[src/rtl/bpu_pkg.sv]
// rtl/bpu_pkg.sv - shared counter/FSM types and the saturating counter helpers
// for the branch predictor.
package bpu_pkg;

  typedef enum logic [1:0] {
    STRONG_NT = 2'd0,
    WEAK_NT   = 2'd1,
    WEAK_T    = 2'd2,
    STRONG_T  = 2'd3
  } ctr_e;

  typedef enum logic {
    RUN    = 1'b0,
    HALTED = 1'b1
  } bpu_state_e;

  function automatic ctr_e ctr_update(input ctr_e c, input logic taken);
    ctr_e r;
    r = c;
    if (taken && (c != STRONG_T)) begin
      r = ctr_e'(c + 2'd1);
    end else if (!taken && (c != STRONG_NT)) begin
      r = ctr_e'(c - 2'd1);
    end
    return r;
  endfunction

  // Unconditional jumps start fully confident; conditional branches start weak.
  function automatic ctr_e ctr_alloc(input logic is_jump);
    return is_jump ? STRONG_T : WEAK_T;
  endfunction

endpackage

[src/rtl/bpu_table.sv]
// rtl/bpu_table.sv - predictor entry storage: combinational fetch read port and
// one synchronous read-modify-write update port.
module bpu_table
  import bpu_pkg::*;
#(
  parameter int PC_W    = 9,
  parameter int ENTRIES = 16,
  localparam int IDX_W  = $clog2(ENTRIES),
  localparam int TAG_W  = PC_W - IDX_W - 2
) (
  input  logic             clk,
  input  logic             rst,
  input  logic [IDX_W-1:0] rd_idx_i,
  input  logic [TAG_W-1:0] rd_tag_i,
  output logic             rd_hit_o,
  output ctr_e             rd_ctr_o,
  output logic [PC_W-1:0]  rd_target_o,
  input  logic             wr_en_i,
  input  logic [IDX_W-1:0] wr_idx_i,
  input  logic [TAG_W-1:0] wr_tag_i,
  input  logic             wr_taken_i,
  input  logic             wr_jump_i,
  input  logic [PC_W-1:0]  wr_target_i
);

  typedef struct packed {
    logic             valid;
    logic [TAG_W-1:0] tag;
    logic [PC_W-1:0]  target;
    ctr_e             ctr;
  } entry_t;

  entry_t mem_q [ENTRIES];
  entry_t rd_e;
  entry_t wr_e;
  entry_t wr_d;
  logic   wr_hit;
  logic   wr_commit;

  // Reads see the registered contents, so a same-cycle update is not bypassed.
  always_comb begin
    rd_e        = mem_q[rd_idx_i];
    rd_hit_o    = rd_e.valid && (rd_e.tag == rd_tag_i);
    rd_ctr_o    = rd_e.ctr;
    rd_target_o = rd_e.target;
  end

  always_comb begin
    wr_e   = mem_q[wr_idx_i];
    wr_hit = wr_e.valid && (wr_e.tag == wr_tag_i);
    wr_d   = wr_e;
    if (wr_hit) begin
      wr_d.ctr = ctr_update(wr_e.ctr, wr_taken_i);
      if (wr_taken_i) begin
        wr_d.target = wr_target_i;
      end
    end else begin
      wr_d.valid  = 1'b1;
      wr_d.tag    = wr_tag_i;
      wr_d.target = wr_target_i;
      wr_d.ctr    = ctr_alloc(wr_jump_i);
    end
  end

  // A not-taken miss leaves the table alone.
  assign wr_commit = wr_en_i && (wr_hit || wr_taken_i);

  always_ff @(posedge clk or posedge rst) begin
    if (rst) begin
      for (int i = 0; i < ENTRIES; i++) begin
        mem_q[i] <= '{valid: 1'b0, tag: '0, target: '0, ctr: WEAK_NT};
      end
    end else if (wr_commit) begin
      mem_q[wr_idx_i] <= wr_d;
    end
  end

endmodule

[src/rtl/branch_predict_unit.sv]
// rtl/branch_predict_unit.sv - branch resolve, redirect, halt FSM and optional
// performance counters (enabled by BPU_PERF_CNT_EN) around the bpu_table.
module branch_predict_unit
  import bpu_pkg::*;
#(
  parameter int PC_W    = 9,
  parameter int ENTRIES = 16
) (
  input  logic            clk,
  input  logic            reset,
  input  logic [PC_W-1:0] fetch_pc,
  output logic            pred_taken,
  output logic [PC_W-1:0] pred_target,
  input  logic            ex_valid,
  input  logic [PC_W-1:0] ex_pc,
  input  logic [31:0]     ex_imm,
  input  logic            ex_branch,
  input  logic            ex_jal,
  input  logic            ex_jalr,
  input  logic            ex_halt,
  input  logic [31:0]     ex_alu_result,
  input  logic            ex_pred_taken,
  input  logic [PC_W-1:0] ex_pred_target,
  output logic [31:0]     pc_four,
  output logic            redirect,
  output logic [31:0]     redirect_pc,
  output logic            j_sel,
  output logic            halted
`ifdef BPU_PERF_CNT_EN
  ,
  output logic [31:0]     br_cnt,
  output logic [31:0]     mis_cnt
`endif
);

  localparam int IDX_W = $clog2(ENTRIES);
  localparam int TAG_W = PC_W - IDX_W - 2;

  bpu_state_e      state_q, state_d;
  logic [PC_W-1:0] halt_pc_q, halt_pc_d;

  logic            rd_hit;
  ctr_e            rd_ctr;
  logic [PC_W-1:0] rd_target;

  logic [31:0]     ex_pc_ext;
  logic [31:0]     target;
  logic            actual_taken;
  logic            is_jump;
  logic            mispredict;
  logic            upd_en;
  logic            unused_pc_lsb;

  assign unused_pc_lsb = ^fetch_pc[1:0];

  bpu_table #(
    .PC_W    (PC_W),
    .ENTRIES (ENTRIES)
  ) u_table (
    .clk         (clk),
    .rst         (reset),
    .rd_idx_i    (fetch_pc[IDX_W+1:2]),
    .rd_tag_i    (fetch_pc[PC_W-1:IDX_W+2]),
    .rd_hit_o    (rd_hit),
    .rd_ctr_o    (rd_ctr),
    .rd_target_o (rd_target),
    .wr_en_i     (upd_en),
    .wr_idx_i    (ex_pc[IDX_W+1:2]),
    .wr_tag_i    (ex_pc[PC_W-1:IDX_W+2]),
    .wr_taken_i  (actual_taken),
    .wr_jump_i   (is_jump),
    .wr_target_i (target[PC_W-1:0])
  );

  assign halted      = (state_q == HALTED);
  assign pred_taken  = rd_hit && rd_ctr[1] && !halted;
  assign pred_target = rd_hit ? rd_target : '0;

  assign ex_pc_ext    = {{(32-PC_W){1'b0}}, ex_pc};
  assign pc_four      = ex_pc_ext + 32'd4;
  assign j_sel        = ex_jal | ex_jalr;
  assign is_jump      = ex_jal | ex_jalr;
  assign actual_taken = (ex_branch & ex_alu_result[0]) | ex_jal | ex_jalr;
  assign target       = ex_jalr ? ex_alu_result : (ex_pc_ext + ex_imm);

  // The carried-down target only matters when the instruction really was taken.
  assign mispredict = ex_valid &&
                      ((actual_taken != ex_pred_taken) ||
                       (actual_taken && (ex_pred_target != target[PC_W-1:0])));

  assign upd_en   = ex_valid && (ex_branch || ex_jal || ex_jalr) && !halted;
  assign redirect = mispredict || (ex_valid && ex_halt) || halted;

  always_comb begin
    redirect_pc = pc_four;
    if (halted) begin
      redirect_pc = {{(32-PC_W){1'b0}}, halt_pc_q};
    end else if (ex_valid && ex_halt) begin
      redirect_pc = ex_pc_ext;
    end else if (actual_taken) begin
      redirect_pc = target;
    end
  end

  always_comb begin
    state_d   = state_q;
    halt_pc_d = halt_pc_q;
    case (state_q)
      RUN: begin
        if (ex_valid && ex_halt) begin
          state_d   = HALTED;
          halt_pc_d = ex_pc;
        end
      end
      HALTED:  state_d = HALTED;
      default: state_d = RUN;
    endcase
  end

  always_ff @(posedge clk or posedge reset) begin
    if (reset) begin
      state_q   <= RUN;
      halt_pc_q <= '0;
    end else begin
      state_q   <= state_d;
      halt_pc_q <= halt_pc_d;
    end
  end

`ifdef BPU_PERF_CNT_EN
  logic [31:0] br_cnt_q, br_cnt_d;
  logic [31:0] mis_cnt_q, mis_cnt_d;

  always_comb begin
    br_cnt_d  = br_cnt_q;
    mis_cnt_d = mis_cnt_q;
    if (upd_en && (br_cnt_q != 32'hFFFF_FFFF)) begin
      br_cnt_d = br_cnt_q + 32'd1;
    end
    if (mispredict && !halted && (mis_cnt_q != 32'hFFFF_FFFF)) begin
      mis_cnt_d = mis_cnt_q + 32'd1;
    end
  end

  always_ff @(posedge clk or posedge reset) begin
    if (reset) begin
      br_cnt_q  <= '0;
      mis_cnt_q <= '0;
    end else begin
      br_cnt_q  <= br_cnt_d;
      mis_cnt_q <= mis_cnt_d;
    end
  end

  assign br_cnt  = br_cnt_q;
  assign mis_cnt = mis_cnt_q;
`endif

endmodule

[config.mk]
export PLATFORM = sky130hd
export DESIGN_NAME = branch_predict_unit
export DESIGN_NICKNAME = d
export VERILOG_FILES = /design/src/rtl/bpu_pkg.sv /design/src/rtl/bpu_table.sv /design/src/rtl/branch_predict_unit.sv
export SDC_FILE = /design/constraint.sdc
export NUM_CORES = 1
export LEC_CHECK = 0
export CORE_MARGIN = 4
export CORE_UTILIZATION = 41
export DETAILED_ROUTE_END_ITERATION = 6
export PLACE_DENSITY = 0.69
export SLEW_MARGIN = 25
export SYNTH_ARGS = -nofsm -noshare
export SYNTH_HDL_FRONTEND = slang
export SYNTH_SLANG_ARGS = --single-unit
[constraint.sdc]
create_clock -name clk -period 17.7 [get_ports clk]
set_input_delay 2.655 -clock clk [delete_from_list [all_inputs] [get_ports clk]]
set_output_delay 2.655 -clock clk [all_outputs]
set_load 0.005 [all_outputs]
==> flow_summary.ini, run 1 <==
[sta]
maxSlewHeadroom_pct = 32.4
finClkSkew_ns = 0.0220
setup_viol = 0
fin_crit_ns = 9.52
fin_tns_setup_ns = 0
fin_crit_sh_pct = 53.8
tightestPinTransition_ns = 1.00
hold_ws_ns = 0.482
finalHoldViolations = 0
report.final.slew_viol_count = 0
fmax_mhz = 105
rsz0062_at_grt = no

[cts]
post_cts_resized = 0
numCtsBuffers = 27
clk_latency_ns = 0.54
htreeDepth = 1
clkSinkCount = 250
tritoncts = built
cts_root_buf = clkbuf_16
clkSlewWorstSetupHoldPaths_ns = 0.06
post_cts_buffers = 0
ctsHoldBuffers = 0
cts_buffer_depth = 3

[place]
gp_congestion = 0.865
place_hpwl_mm = 28.4
numPortBuffers = 151

[logic_synthesis]
synth-seq-area-share_pct = 41.6
ys_ff_latch = 250
ys.flop_type = dfrtp_1
synth_edf_count = 0
avgSynthCellArea_um2 = 13.6
ys_async_sr_fraction_pct = 100
mappedNetlistArea_um2 = 15100
ys_types = 56
yosysWarnings = 0
syn_inst = 1111

[floorplan]
die_h_um = 200
die-area_um2 = 39900
start_util_pct = 41.4
num_rows = 70
io_pins = 176
die_x_um = 200
coreArea_um2 = 36400

[grt]
grtUsageTotal_pct = 21.4
grt_max_degree = 115
grt_pass1_wl_mm = 65.0
antenna_found_initial = 2
overflow = 0
grt_pass1_vias = 10800

[critical_path]
path_class = in -> out
worst_ep_arrival_time_ns = 6.87
worstPathRequired_ns = 15.05
crit_path_frequent_cell = clkdlybuf4s50_1
cp_slowest_cell = o31ai_1
crit_fanout = 4
cp-start-kind = input port
crit_chain = clkdlybuf4s50_1, ha_1, fa_1, a21o_1, a21oi_1, nor2_1, o311a_1, o31ai_1, xnor2_1, a41oi_1, clkdlybuf4s50_1
slowest_delay_ns = 0.80
crit_path_end_kind = output port

[drt]
dr.pass1.iters = 4
ant_nets = 0
totalWireLength_mm = 43.2
drc = 0
wl_per_cell_um = 25.0
via_per_inst = 5.94
drt_iter0_drc = 726
num_vias = 10300

[power_and_ir_drop]
powerDensity_nw_per_um2 = 79.6
peakVddDrop_uv = 73.2
p_leak_nw = 7.77

[final_layout]
area_growth_syn_to_layout_pct = 18.8
drive_above_1_share_pct = 39.4
fin_nets = 1354
seqCellArea_um2 = 6280
layout_common_cells = dfrtp_1, mux2_2, clkdlybuf4s50_1
fillers = 3134
final_common_cell = dfrtp_1
multi_input_comb_area_um2 = 8300
diodes = 0

[outcome]
status = finished, final reports clean

[hold_path]
hold_class = reg -> reg

[flow_run]
drv_cap = 0
through the flow:
step	power (mW)	std cells	util [%]	area [µm²]	setup WS (ns)
4_1_cts	1.44	1728	49.2	17900	8.27
3_3_place_gp	0.842	1673	46.5	16900	8.27
2_1_floorplan	0.769	1132	-	15200	8.20
3_5_place_dp	0.848	1678	46.6	17000	8.27
6_report	1.43	1728	49.2	17900	8.18
5_1_grt	1.48	1728	49.2	17900	8.00
flip-flops by register name, summed over array words and instances, names as in the netlist:
register       cells
halted             1
u_table.mem_q    240
halt_pc_q          9
report_power, final:
group / total [mW] / switching [mW] / internal [mW]
registers: 0.621 / 0.0193 / 0.602
logic: 0.217 / 0.109 / 0.108
clock network: 0.589 / 0.238 / 0.351
path summary, 6_finish.rpt:
kind                                   start                  to  slack (ns)  cells after the start
max in group asynchronous              reset  u_table.mem_q[166]       13.08                      4
hold reg to reg                 halt_pc_q[4]        halt_pc_q[4]        0.48                      2
hold / removal                  halt_pc_q[4]        halt_pc_q[4]        0.48                      2
setup reg to reg           u_table.mem_q[71]  u_table.mem_q[170]       13.87                      9
min in group asynchronous              reset   u_table.mem_q[19]        2.68                      2
setup / recovery                    ex_pc[0]            redirect        8.18                     11
cell type report:
| class | count | area share [%] |
|---|---|---|
| clock inverters | 11 | 0.837 |
| well taps | 468 | 3.27 |
| repair buffers | 186 | 9.94 |
| clock buffers | 39 | 4.35 |
| inverters | 13 | 0.314 |
| flip-flops and latches | 250 | 35.0 |
| multi-input cells | 761 | 46.3 |
routing by layer:
layer  global-route usage, %  wire (µm)  up-vias
met1                    26.4      16900     5384
met2                    38.5      22000      401
met5                       0          0        -
met3                    3.79       3130       70
li1                        -          -     4401
met4                    6.67       1220        0
logic make-up (layout without fill, tap and decap cells):
family                   Yosys count  in the layout  synth area share, %
AND/OR/NAND/NOR                  181            181                 6.59
buffers and inverters            121            249                 3.96
XOR/XNOR                          52             52                 3.02
adder cells (fa/ha/maj)           16             16                 1.38
AO/OA/AOI/OAI                    106            106                 4.17
flip-flops                       250            250                 41.6
multiplexers                     384            384                 39.3
other                              1             22               0.0248
synth_stat cells (13+ instances only):
library cell | instances | area (µm²)
xor2_1 | 18 | 158
mux2_1 | 19 | 214
clkbuf_1 | 53 | 199
dfstp_2 | 16 | 420
nor3_1 | 14 | 70.1
nor2_1 | 25 | 93.8
mux4_2 | 143 | 3220
xnor2_1 | 34 | 298
mux2_2 | 215 | 2420
nand2_1 | 53 | 199
o21ai_0 | 34 | 170
a21oi_1 | 39 | 195
ha_1 | 15 | 188
dfrtp_1 | 234 | 5860
buf_4 | 36 | 270
nor2b_1 | 13 | 81.3
or2_2 | 15 | 93.8
worst max-delay path: cells and delay by family:
family / cells / cell delay [ns]
AO/OA/AOI/OAI: 5 / 2.10
XOR/XNOR: 1 / 0.16
adder cells (fa/ha/maj): 2 / 0.69
buffers and inverters: 2 / 1.09
AND/OR/NAND/NOR: 1 / 0.15
(Power assumes the default switching activity.)
==> run 2: changes to the inputs <==
--- a/config.mk
+++ b/config.mk
@@ -8,7 +8,7 @@
 export CORE_MARGIN = 4
 export CORE_UTILIZATION = 41
 export DETAILED_ROUTE_END_ITERATION = 6
-export PLACE_DENSITY = 0.69
+export PLACE_DENSITY = 0.71
 export SLEW_MARGIN = 25
 export SYNTH_ARGS = -nofsm -noshare
 export SYNTH_HDL_FRONTEND = slang
==> constraint.sdc (replaced) <==
create_clock -name clk -period 8.35 [get_ports clk]
set_input_delay 1.2525 -clock clk [delete_from_list [all_inputs] [get_ports clk]]
set_output_delay 1.2525 -clock clk [all_outputs]
set_load 0.005 [all_outputs]
==> flow_summary.ini, run 2 (synthesis gave the netlist of run 1 again) <==
[drt]
ant_nets = 0
via_per_inst = 5.89
dr.pass1.iters = 4
drc = 0
totalWireLength_mm = 43.4
num_vias = 10200
wl_per_cell_um = 25.2
drt_iter0_drc = 736

[final_layout]
final_common_cell = dfrtp_1
area_growth_syn_to_layout_pct = 18.4
instances_no_fill = 1725
layout_common_cells = dfrtp_1, mux2_2, clkdlybuf4s50_1
largest_reg_flops = 240
diodes = 0
fin_nets = 1352
largest-register = u_table.mem_q
fillers = 3107
drive_above_1_share_pct = 39.5

[critical_path]
worst-r2r-setup-slack_ns = 4.59
cp-start-kind = input port
crit_path_end_kind = output port
crit_fanout = 4
worstPathRequired_ns = 7.10
rr_worst_depth = 9
cp-endpoint = redirect_pc[8]
worst_ep_arrival_time_ns = 5.28
setup.worst_path.start = ex_pc[0]
path_class = in -> out
r2r-start = u_table.mem_q[131]
rr_endpoint = u_table.mem_q[204]

[sta]
rsz0062_at_grt = no
fin_ws_ns = 1.82
fin_tns_setup_ns = 0
fin_crit_ns = 6.53
fmax_mhz = 153
fin_crit_sh_pct = 78.3
setup_viol = 0
finalHoldViolations = 0
finClkSkew_ns = 0.0161
tightestPinTransition_ns = 1.19
maxSlewHeadroom_pct = 19.6
report.final.slew_viol_count = 0

[cts]
post_cts_resized = 0
cts_root_buf = clkbuf_16
ctsHoldBuffers = 0
cts_buffer_depth = 3
clkSlewWorstSetupHoldPaths_ns = 0.06
clk_latency_ns = 0.54
htreeDepth = 1
post_cts_buffers = 0
tritoncts = built
clkSinkCount = 250
numCtsBuffers = 27

[floorplan]
coreArea_um2 = 36400
die_h_um = 200
io_pins = 176
die-area_um2 = 39900
num_rows = 70
die_x_um = 200
start_util_pct = 41.4

[grt]
overflow = 0
grt_pass1_wl_mm = 65.4
antenna_found_initial = 2
grt_pass1_vias = 10700
grtUsageTotal_pct = 21.6
grt_max_degree = 139

[hold_path]
hold_class = reg -> reg

[place]
place_hpwl_mm = 28.5
post-place-ws_ns = 1.79
gp_congestion = 0.866
numPortBuffers = 151
place_inst = 1675

[power_and_ir_drop]
power_frac_clock_pct = 40.3
pwr-share-seq_pct = 44.2
p_sw_mw = 0.764
power.internal_mw = 2.22
swShare_pct = 25.6
powerDensity_nw_per_um2 = 167
peakVddDrop_uv = 144
p_leak_nw = 7.75
power_frac_comb_pct = 15.5

[flow_run]
drv_cap = 0

[outcome]
status = finished, final reports clean
## run 2: worst min path at each step
stage	cells after the start	startpoint	end	slack, ns
finish	2	halt_pc_q[7]	halt_pc_q[7]	0.48
global route	1	u_table.mem_q[89]	u_table.mem_q[89]	0.51
CTS	2	halt_pc_q[7]	halt_pc_q[7]	0.48
detailed placement	2	halt_pc_q[7]	halt_pc_q[7]	0.46
global placement	2	halt_pc_q[8]	halt_pc_q[8]	0.47
floorplan	2	halt_pc_q[0]	halt_pc_q[0]	0.45
## run 2: through the flow
step                      utilization [%]  instance area (µm²)  total power, mW  hold slack [ns]
final                                49.1                17900             2.98            0.480
after global routing                 49.1                17900             3.11            0.506
after CTS                            49.0                17800             3.00            0.480
after detailed placement             46.5                17000             1.80            0.465
after global placement               46.5                16900             1.78            0.466
after floorplan                         -                15200             1.63            0.446
## run 2: routing by layer
metal,track usage (%),wire length [µm],vias to the layer above
met5,0,0,-
met4,7.17,1420,0
met3,4.25,3420,89
met2,38.0,21600,422
met1,26.9,17000,5231
li1,-,-,4411
## run 2: worst max-delay path, stage by stage
cell	delay (ns)
clkdlybuf4s50_1	0.51
ha_1	0.28
fa_1	0.40
a21o_1	0.17
a21oi_1	0.32
nor2_1	0.12
o311a_1	0.36
o31ai_1	0.90
o211ai_1	0.15
a21oi_1	0.25
clkdlybuf4s50_1	0.56
## run 2: cell type report
type,instances,area (µm²),share of cell area [%]
clock buffers,42,832,4.66
clock inverters,7,66.3,0.371
inverters,13,61.3,0.343
multi-input cells,761,8310,46.5
flip-flops and latches,250,6280,35.1
well taps,468,586,3.28
repair buffers,184,1740,9.76
## run 2: power groups by stage
stage	clock network, mW	logic, mW	registers (mW)
floorplan	0	0.306	1.32
global placement	0	0.453	1.33
detailed placement	0	0.461	1.34
CTS	1.22	0.463	1.32
global route	1.28	0.501	1.32
finish	1.20	0.461	1.32
